--- src/rtl/rv32i_mc_ctrl.sv ---
// Multi-cycle control sequencer for the RV32I core.
// Steps each instruction through FETCH/DECODE/EXEC/MEM/WB, drives datapath
// selects and enables combinationally from the state register and IR, and
// keeps free-running cycle and retired-instruction counters.
module rv32i_mc_ctrl #(
  parameter int unsigned RESET_PC_HOLD = 1
) (
  input  logic        clk,
  input  logic        rst_n,
  input  logic [31:0] inst,
  input  logic        mem_ready,
  input  logic        br_taken,
  output logic        ir_we,
  output logic        pc_we,
  output logic [1:0]  pc_src,
  output logic        mem_req,
  output logic        mem_we,
  output logic        mem_addr_sel,
  output logic        alu_a_sel,
  output logic        alu_b_sel,
  output logic        rf_we,
  output logic [1:0]  wb_sel,
  output logic [2:0]  state,
  output logic        halted,
  output logic        illegal,
  output logic [31:0] cycle_cnt,
  output logic [31:0] instret_cnt
);

  typedef enum logic [2:0] {
    StBoot   = 3'd0,
    StFetch  = 3'd1,
    StDecode = 3'd2,
    StExec   = 3'd3,
    StMem    = 3'd4,
    StWb     = 3'd5,
    StHalt   = 3'd6,
    StTrap   = 3'd7
  } state_e;

  typedef enum logic [3:0] {
    ClsR, ClsI, ClsLoad, ClsStore, ClsBranch, ClsJal, ClsJalr,
    ClsLui, ClsAuipc, ClsFence, ClsSystem, ClsIllegal
  } cls_e;

  localparam logic [3:0] BootLast = 4'(RESET_PC_HOLD - 1);

  state_e     state_q, state_d;
  logic [3:0] boot_cnt_q, boot_cnt_d;
  cls_e       cls;
  logic       rd_zero;

  // Only the opcode and rd fields steer sequencing; the rest belongs to immgen/ALU.
  logic unused_inst;
  assign unused_inst = ^inst[31:12];

  assign rd_zero = (inst[11:7] == 5'd0);
  assign state   = state_q;

  // Classify the instruction held in IR by its major opcode.
  always_comb begin
    cls = ClsIllegal;
    if (inst[1:0] == 2'b11) begin
      case (inst[6:2])
        5'b01100: cls = ClsR;
        5'b00100: cls = ClsI;
        5'b00000: cls = ClsLoad;
        5'b01000: cls = ClsStore;
        5'b11000: cls = ClsBranch;
        5'b11011: cls = ClsJal;
        5'b11001: cls = ClsJalr;
        5'b01101: cls = ClsLui;
        5'b00101: cls = ClsAuipc;
        5'b00011: cls = ClsFence;
        5'b11100: cls = ClsSystem;
        default:  cls = ClsIllegal;
      endcase
    end
  end

  // Next-state and boot hold counter.
  always_comb begin
    state_d    = state_q;
    boot_cnt_d = boot_cnt_q;
    unique case (state_q)
      StBoot: begin
        boot_cnt_d = boot_cnt_q + 4'd1;
        if (boot_cnt_q == BootLast) state_d = StFetch;
      end
      StFetch: begin
        if (mem_ready) state_d = StDecode;
      end
      StDecode: begin
        case (cls)
          ClsSystem:  state_d = StHalt;
          ClsIllegal: state_d = StTrap;
          default:    state_d = StExec;
        endcase
      end
      StExec: begin
        case (cls)
          ClsBranch, ClsFence: state_d = StFetch;
          ClsLoad, ClsStore:   state_d = StMem;
          default:             state_d = StWb;
        endcase
      end
      StMem: begin
        if (mem_ready) state_d = (cls == ClsStore) ? StFetch : StWb;
      end
      StWb:    state_d = StFetch;
      StHalt:  state_d = StHalt;
      StTrap:  state_d = StTrap;
      default: state_d = StTrap;
    endcase
  end

  // State register; reset drops straight back to BOOT from anywhere.
  always_ff @(posedge clk or negedge rst_n) begin
    if (!rst_n) begin
      state_q    <= StBoot;
      boot_cnt_q <= 4'd0;
    end else begin
      state_q    <= state_d;
      boot_cnt_q <= boot_cnt_d;
    end
  end

  // Datapath controls decoded from state and instruction class.
  always_comb begin
    ir_we        = 1'b0;
    pc_we        = 1'b0;
    pc_src       = 2'd0;
    mem_req      = 1'b0;
    mem_we       = 1'b0;
    mem_addr_sel = 1'b0;
    alu_a_sel    = 1'b0;
    alu_b_sel    = 1'b0;
    rf_we        = 1'b0;
    wb_sel       = 2'd0;
    halted       = 1'b0;
    illegal      = 1'b0;

    // No ALU output register: operand selects stay valid through MEM and WB
    // so the address and the AUIPC result remain on the ALU output.
    if (state_q == StExec || state_q == StMem || state_q == StWb) begin
      alu_a_sel = (cls == ClsAuipc) || (cls == ClsJal);
      alu_b_sel = (cls == ClsI) || (cls == ClsLoad) || (cls == ClsStore) ||
                  (cls == ClsJalr) || (cls == ClsAuipc) || (cls == ClsJal);
    end

    unique case (state_q)
      StFetch: begin
        mem_req = 1'b1;
        ir_we   = mem_ready;
      end
      StExec: begin
        if (cls == ClsBranch) begin
          pc_we  = 1'b1;
          pc_src = br_taken ? 2'd1 : 2'd0;
        end else if (cls == ClsFence) begin
          pc_we = 1'b1;
        end
      end
      StMem: begin
        mem_req      = 1'b1;
        mem_addr_sel = 1'b1;
        mem_we       = (cls == ClsStore);
        pc_we        = (cls == ClsStore) && mem_ready;
      end
      StWb: begin
        rf_we = !rd_zero;
        pc_we = 1'b1;
        case (cls)
          ClsLoad:         wb_sel = 2'd1;
          ClsJal, ClsJalr: wb_sel = 2'd2;
          ClsLui:          wb_sel = 2'd3;
          default:         wb_sel = 2'd0;
        endcase
        case (cls)
          ClsJal:  pc_src = 2'd1;
          ClsJalr: pc_src = 2'd2;
          default: pc_src = 2'd0;
        endcase
      end
      StHalt: halted = 1'b1;
      StTrap: illegal = 1'b1;
      default: ;
    endcase
  end

  // Performance counters; retirement is the PC update that ends an instruction.
  always_ff @(posedge clk or negedge rst_n) begin
    if (!rst_n) begin
      cycle_cnt   <= 32'd0;
      instret_cnt <= 32'd0;
    end else begin
      cycle_cnt <= cycle_cnt + 32'd1;
      if (pc_we && (state_q == StExec || state_q == StMem || state_q == StWb)) begin
        instret_cnt <= instret_cnt + 32'd1;
      end
    end
  end

endmodule

--- config.mk ---
export PLATFORM = sky130hd
export DESIGN_NAME = rv32i_mc_ctrl
export DESIGN_NICKNAME = d
export VERILOG_FILES = /design/src/rtl/rv32i_mc_ctrl.sv
export SDC_FILE = /design/constraint.sdc
export NUM_CORES = 1
export LEC_CHECK = 0
export BUFFER_PORTS_ARGS = -buffer_cell sky130_fd_sc_hd__buf_2
export CAP_MARGIN = 40
export CORE_ASPECT_RATIO = 2
export CORE_UTILIZATION = 35
export DETAILED_ROUTE_END_ITERATION = 7
export GPL_TIMING_DRIVEN = 0
export PLACE_DENSITY = 0.55
export SYNTH_ARGS = -nofsm -noshare
export SYNTH_HDL_FRONTEND = slang
export SYNTH_SLANG_ARGS = --single-unit
--- constraint.sdc ---
create_clock -name clk -period 3.9 [get_ports clk]
set_input_delay 0.39 -clock clk [delete_from_list [all_inputs] [get_ports clk]]
set_output_delay 0.39 -clock clk [all_outputs]
set_load 0.01 [all_outputs]
Word-level counts from Yosys, hierarchy flattened
Memories as Yosys holds them, arrays and structs flattened.
Cells that the tools add are included.
{ "totals": {"romBits": 128, "n_memories": 1, "register_bits": 71, "input_bits": 36, "wordCells": 75} }
{ "mem_list": {"columns": ["memory", "depth", "word_bits", "rd", "rd_ports_with_merged_regs", "write_ports", "line", "source"], "rows": [
  ["(name not given)", 32, 4, 1, 0, 0, "64", "case (inst[6:2])"]
]} }
{ "classes": {"addsub": 3, "mux": 26, "n_reduce_logical": 19, "eq_ne": 22} }
{ "op_table": {"columns": ["cell", "n"], "rows": [
  ["32-bit by 1-bit adder with 32-bit output, second input constant", 2],
  ["3-bit one-hot mux with 8 select lines", 1],
  ["4-bit by 3-bit == test with 1-bit output, second input constant", 4],
  ["4-bit == test, second input constant", 4],
  ["1-bit two-way mux", 13],
  ["3-bit == test, second input constant", 4],
  ["3-bit two-way mux", 4],
  ["3-bit one-hot mux with 2 select lines", 2],
  ["4-bit by 2-bit == test with 1-bit output, second input constant", 2],
  ["1-bit logical OR", 8],
  ["2-bit one-hot mux with 2 select lines", 2],
  ["2-bit OR reduction", 4],
  ["3-bit by 2-bit == test with 1-bit output, second input constant", 2],
  ["2-bit != test, second input constant", 3],
  ["2-bit one-hot mux with 3 select lines", 1],
  ["5-bit zero test", 1],
  ["4-bit by 1-bit adder with 4-bit output, second input constant", 1],
  ["4-bit by 1-bit == test with 1-bit output, second input constant", 1],
  ["4-bit zero test", 1],
  ["4-bit two-way mux", 1],
  ["3-bit by 1-bit == test with 1-bit output, second input constant", 1],
  ["3-bit zero test", 1],
  ["1-bit one-hot mux with 3 select lines", 1],
  ["3-bit AND reduction", 1],
  ["other kinds (4)", 5]
]} }

Logic depth before layout (Yosys ltp)
{ "logic_depth": {"word_depth": 9, "depth_mapped": 9} }

Worst setup path after synthesis
No wires, ideal clock.
{ "synth_timing": {"path_kind": "input to output", "startpoint": "input inst[5]", "endpoint": "output alu_b_sel", "path_slack_ns": 1.326, "arrival_time_ns": 2.184, "n_path_buf": 1, "path_stages": 6, "cell_sequence": "buf_4 o311ai_1 nand4_1 a21oi_1 nor2_1 a2111oi_0"} }
{ "synth_via": {"elab_chain_cells": 9, "word_cells_on_any_way": 14, "cone_classes": "eq/ne (6); mux (2); reduce/logical (5); memory (1)"} }
{ "synth_lines": {"columns": ["item", "line", "source"], "rows": [
  ["from (decl)", "10", "input logic [31:0] inst,"],
  ["memory 32 x 4 bit *", null, null],
  ["4-bit two-way mux *", "63", "if (inst[1:0] == 2'b11) begin"],
  ["4-bit by 1-bit == test with 1-bit output / 4-bit by 2-bit == test with 1-bit output (equally long branches)", "147", "alu_b_sel = (cls == ClsI) || (cls == ClsLoad) || (cls == ClsStore) ||"],
  ["1-bit logical OR (3 in a row)", "147", null],
  ["1-bit logical OR", "148", "(cls == ClsJalr) || (cls == ClsAuipc) || (cls == ClsJal);"],
  ["1-bit logical OR *", "148", null],
  ["1-bit two-way mux *", "145", "if (state_q == StExec || state_q == StMem || state_q == StWb) begin"],
  ["to (decl)", "20", "output logic alu_b_sel,"]
]} }
Every way passes the cells marked *; elsewhere a longest branch is shown, timed or not.

Worst setup path in the final report
{ "layout_timing": {"startpoint": "input inst[3]", "endpoint": "output alu_b_sel"} }
The elaborated chain is that of the path after synthesis.

==> metrics.txt <==
clock sinks=71; DR DRC count=0; Pre-antenna DRT Iters=4; Crit path arrival time=2.65 ns; post-layout util=45.38%; IO buf count=95; DRT iter0 DRCs=112; crit-path max FO=10; Pwr Density=447.1 nW/um2; Int Power=0.001456 W; Area after DPL=4533 um2; Syn Nets=415; gpl congestion=0.7984; Cell variety after synth=60; hold slack=0.001069 ns; initial antenna violation count=0; vias in the first global route=3284; area grow syn2layout=24.77%; Tcrit/Tclk final=78.05%; final worst path period need=3.044 ns; PostCTS Resize Cnt=0; worst ir drop on vdd=0.0002971 V; FMAX=328.5 MHz; first-pass GRT wire length=15.94 mm; CTS Buf Count=9; Fin. Hold Viols=0; Worst-path clk slew=0.06 ns; Hold Path Class=primary input to asynchronous set/reset pin; Via-to-Cell Ratio=5.196; RSZ-0062 raised after global routing=false; drt total wl=9.532 mm; DRT antenna net count=0; Clock Skews=0.01048 ns; startpoint types=primary input; Worst-Margin Slew=0.8940 ns; Synth warnings=0; setup tns final=0 ns; Mapped Cells=371; IO Pins=117; core area=10610 um2; Die Ht=150.5 um; total number of vias=3227; synth top area cells=dfrtp_1 (46%), xnor2_1 (13%), nand2_1 (3.4%); setup violators final=0; R2R setup slack=1.45 ns; number of flops mapped to enable cells by yosys=0; All-Layer GR Usage=17.70%; Syn Area/Cell=10.40 um2; Die Wd=76.25 um; worst-case clock buffer depth=2; die area=11470 um2; Crit. End Element=primary output; worst skew pair latency=0.33 ns; Req. time, crit path=3.51 ns; DP Wirelength=7.278 mm; Post-synth top flop=dfrtp_1; area leader, netlist=dfrtp_1; largest net degree at the start of global routing=40; H-tree levels=3; total power=0.002153 W; DR WL/cell=15.35 um; # diodes=0; Sw Share=32.36%; combinational share of power=24.4%; Slew Limit Fails=0; Synth top area share=46.04%; Reg power frac=40.0%; total global routing overflow=0; outcome=finished clean; critical path class=primary input to primary output; sequential element share of the synthesized area=46.04%; switching power=0.0006966 W; Lkg Pwr=2.343 nW; Final nets=523; CTS tree=yes; Clk pwr share=35.6%; asr flop ratio synth=100.0%; Synth Register Bits=71; Worst slew margin=39.94%; Initial Util=36.37%; fraction of layout cells with a size suffix above 1=27.69%; synthesized area=3859 um2; post-CTS setup buffers=0; num rows=53; Post-Layout Inst Area=4815 um2; post-cts hold buffer count=0; max-capacitance violation count=0; root buffer cell=clkbuf_16
[through the flow]
step,instances,worst slack [ns]
floorplan,371,1.326
global placement,603,0.8059
detailed placement,605,0.8576
CTS,621,0.8452
global route,621,0.6374
finish,621,0.8560
[critical path, stage by stage]
cell	delay [ns]
buf_2	0.16
ha_1	0.18
nor2_1	0.04
o311ai_1	0.54
nand4_1	0.46
a21oi_1	0.24
nor2_1	0.05
a2111oi_0	0.38
buf_2	0.21
[final timing paths]
path                            cells after the start                   startpoint                          end
worst max-delay path                                9                      inst[3]                    alu_b_sel
worst min-delay path                                1                        rst_n   instret_cnt[0]$_DFFE_PN0P_
worst max register to register                      6  instret_cnt[12]$_DFFE_PN0P_  instret_cnt[25]$_DFFE_PN0P_
worst min register to register                      1      cycle_cnt[31]$_DFF_PN0_      cycle_cnt[31]$_DFF_PN0_
max in group asynchronous                           2                        rst_n         state[0]$_DFFE_PN0P_
min in group clk                                    1      cycle_cnt[31]$_DFF_PN0_      cycle_cnt[31]$_DFF_PN0_
[power groups by stage]
| stage | clock network (W) | registers, W | logic [W] |
|---|---|---|---|
| 6_report | 0.000767 | 0.000860 | 0.000525 |
| 5_1_grt | 0.000819 | 0.000870 | 0.000593 |
| 4_1_cts | 0.000793 | 0.000861 | 0.000538 |
| 3_5_place_dp | 0 | 0.000873 | 0.000533 |
| 3_3_place_gp | 0 | 0.000871 | 0.000523 |
| 2_1_floorplan | 0 | 0.000878 | 0.000337 |
[placed cells by master, fill, tap and decap left out, types with 3 or more instances in the layout]
cell | synthesis | routed
nor4b_1 | 3 | 3
nand3_2 | 5 | 5
o21ai_0 | 5 | 5
buf_2 | 3 | 98
xor2_1 | 10 | 10
nor2_1 | 22 | 22
dfrtp_1 | 71 | 71
nor3_1 | 9 | 9
o211ai_1 | 6 | 6
clkbuf_16 | 0 | 9
inv_1 | 9 | 9
and3_1 | 19 | 19
ha_1 | 8 | 8
o2111ai_1 | 8 | 8
nand3_1 | 14 | 14
a21oi_1 | 4 | 4
and2_1 | 10 | 10
nand2b_1 | 6 | 6
nand4_1 | 13 | 13
xnor2_1 | 56 | 56
clkbuf_1 | 4 | 4
nand2_1 | 35 | 35
and4_1 | 5 | 5
nor2b_1 | 4 | 4
[routing by layer]
metal	vias to the layer above	part of all wire, %	routed length (um)	track usage, %
met3	16	4.2	404	3.576
met1	1593	38	3667	18.36
li1	1537	-	-	-
met5	-	0	0	0
met4	0	2.0	192	8.462
met2	81	55	5268	33.51
[registers in the layout, summed over array words and instances, names as in the netlist]
name / flops
state: 3
cycle_cnt: 32
instret_cnt: 32
boot_cnt_q: 4
[cells by family (layout without fill, tap and decap cells)]
kind of cell,count (synthesis),in the layout,synth area share (%)
multiplexers,2,2,0.5512
adder cells (fa/ha/maj),8,8,2.594
buffers and inverters,20,133,2.821
XOR/XNOR,66,66,14.98
AND/OR/NAND/NOR,157,157,22.93
flip-flops,71,71,46.04
AO/OA/AOI/OAI,47,47,10.08
[cell type report]
class | count | area, um2
fillers | 1050 | 5796
multi-input cells | 280 | 1973
flip-flops and latches | 71 | 1777
repair buffers | 97 | 503.0
clock buffers | 10 | 239.0
well taps | 137 | 171.4
plain buffers | 11 | 75.07
clock inverters | 6 | 42.54
inverters | 9 | 33.78
[Yosys cell counts, types with 2 or more instances]
master / n
a211oi_1: 2
a21oi_1: 4
a31oi_1: 2
and2_1: 10
and3_1: 19
and4_1: 5
buf_2: 3
buf_6: 2
clkbuf_1: 4
dfrtp_1: 71
ha_1: 8
inv_1: 9
nand2_1: 35
nand2b_1: 6
nand3_1: 14
nand3_2: 5
nand4_1: 13
nor2_1: 22
nor2b_1: 4
nor3_1: 9
nor4b_1: 3
o2111ai_1: 8
o211a_1: 2
o211ai_1: 6
o21ai_0: 5
o31ai_1: 2
xnor2_1: 56
xor2_1: 10
Power figures use the tool's default switching activity.
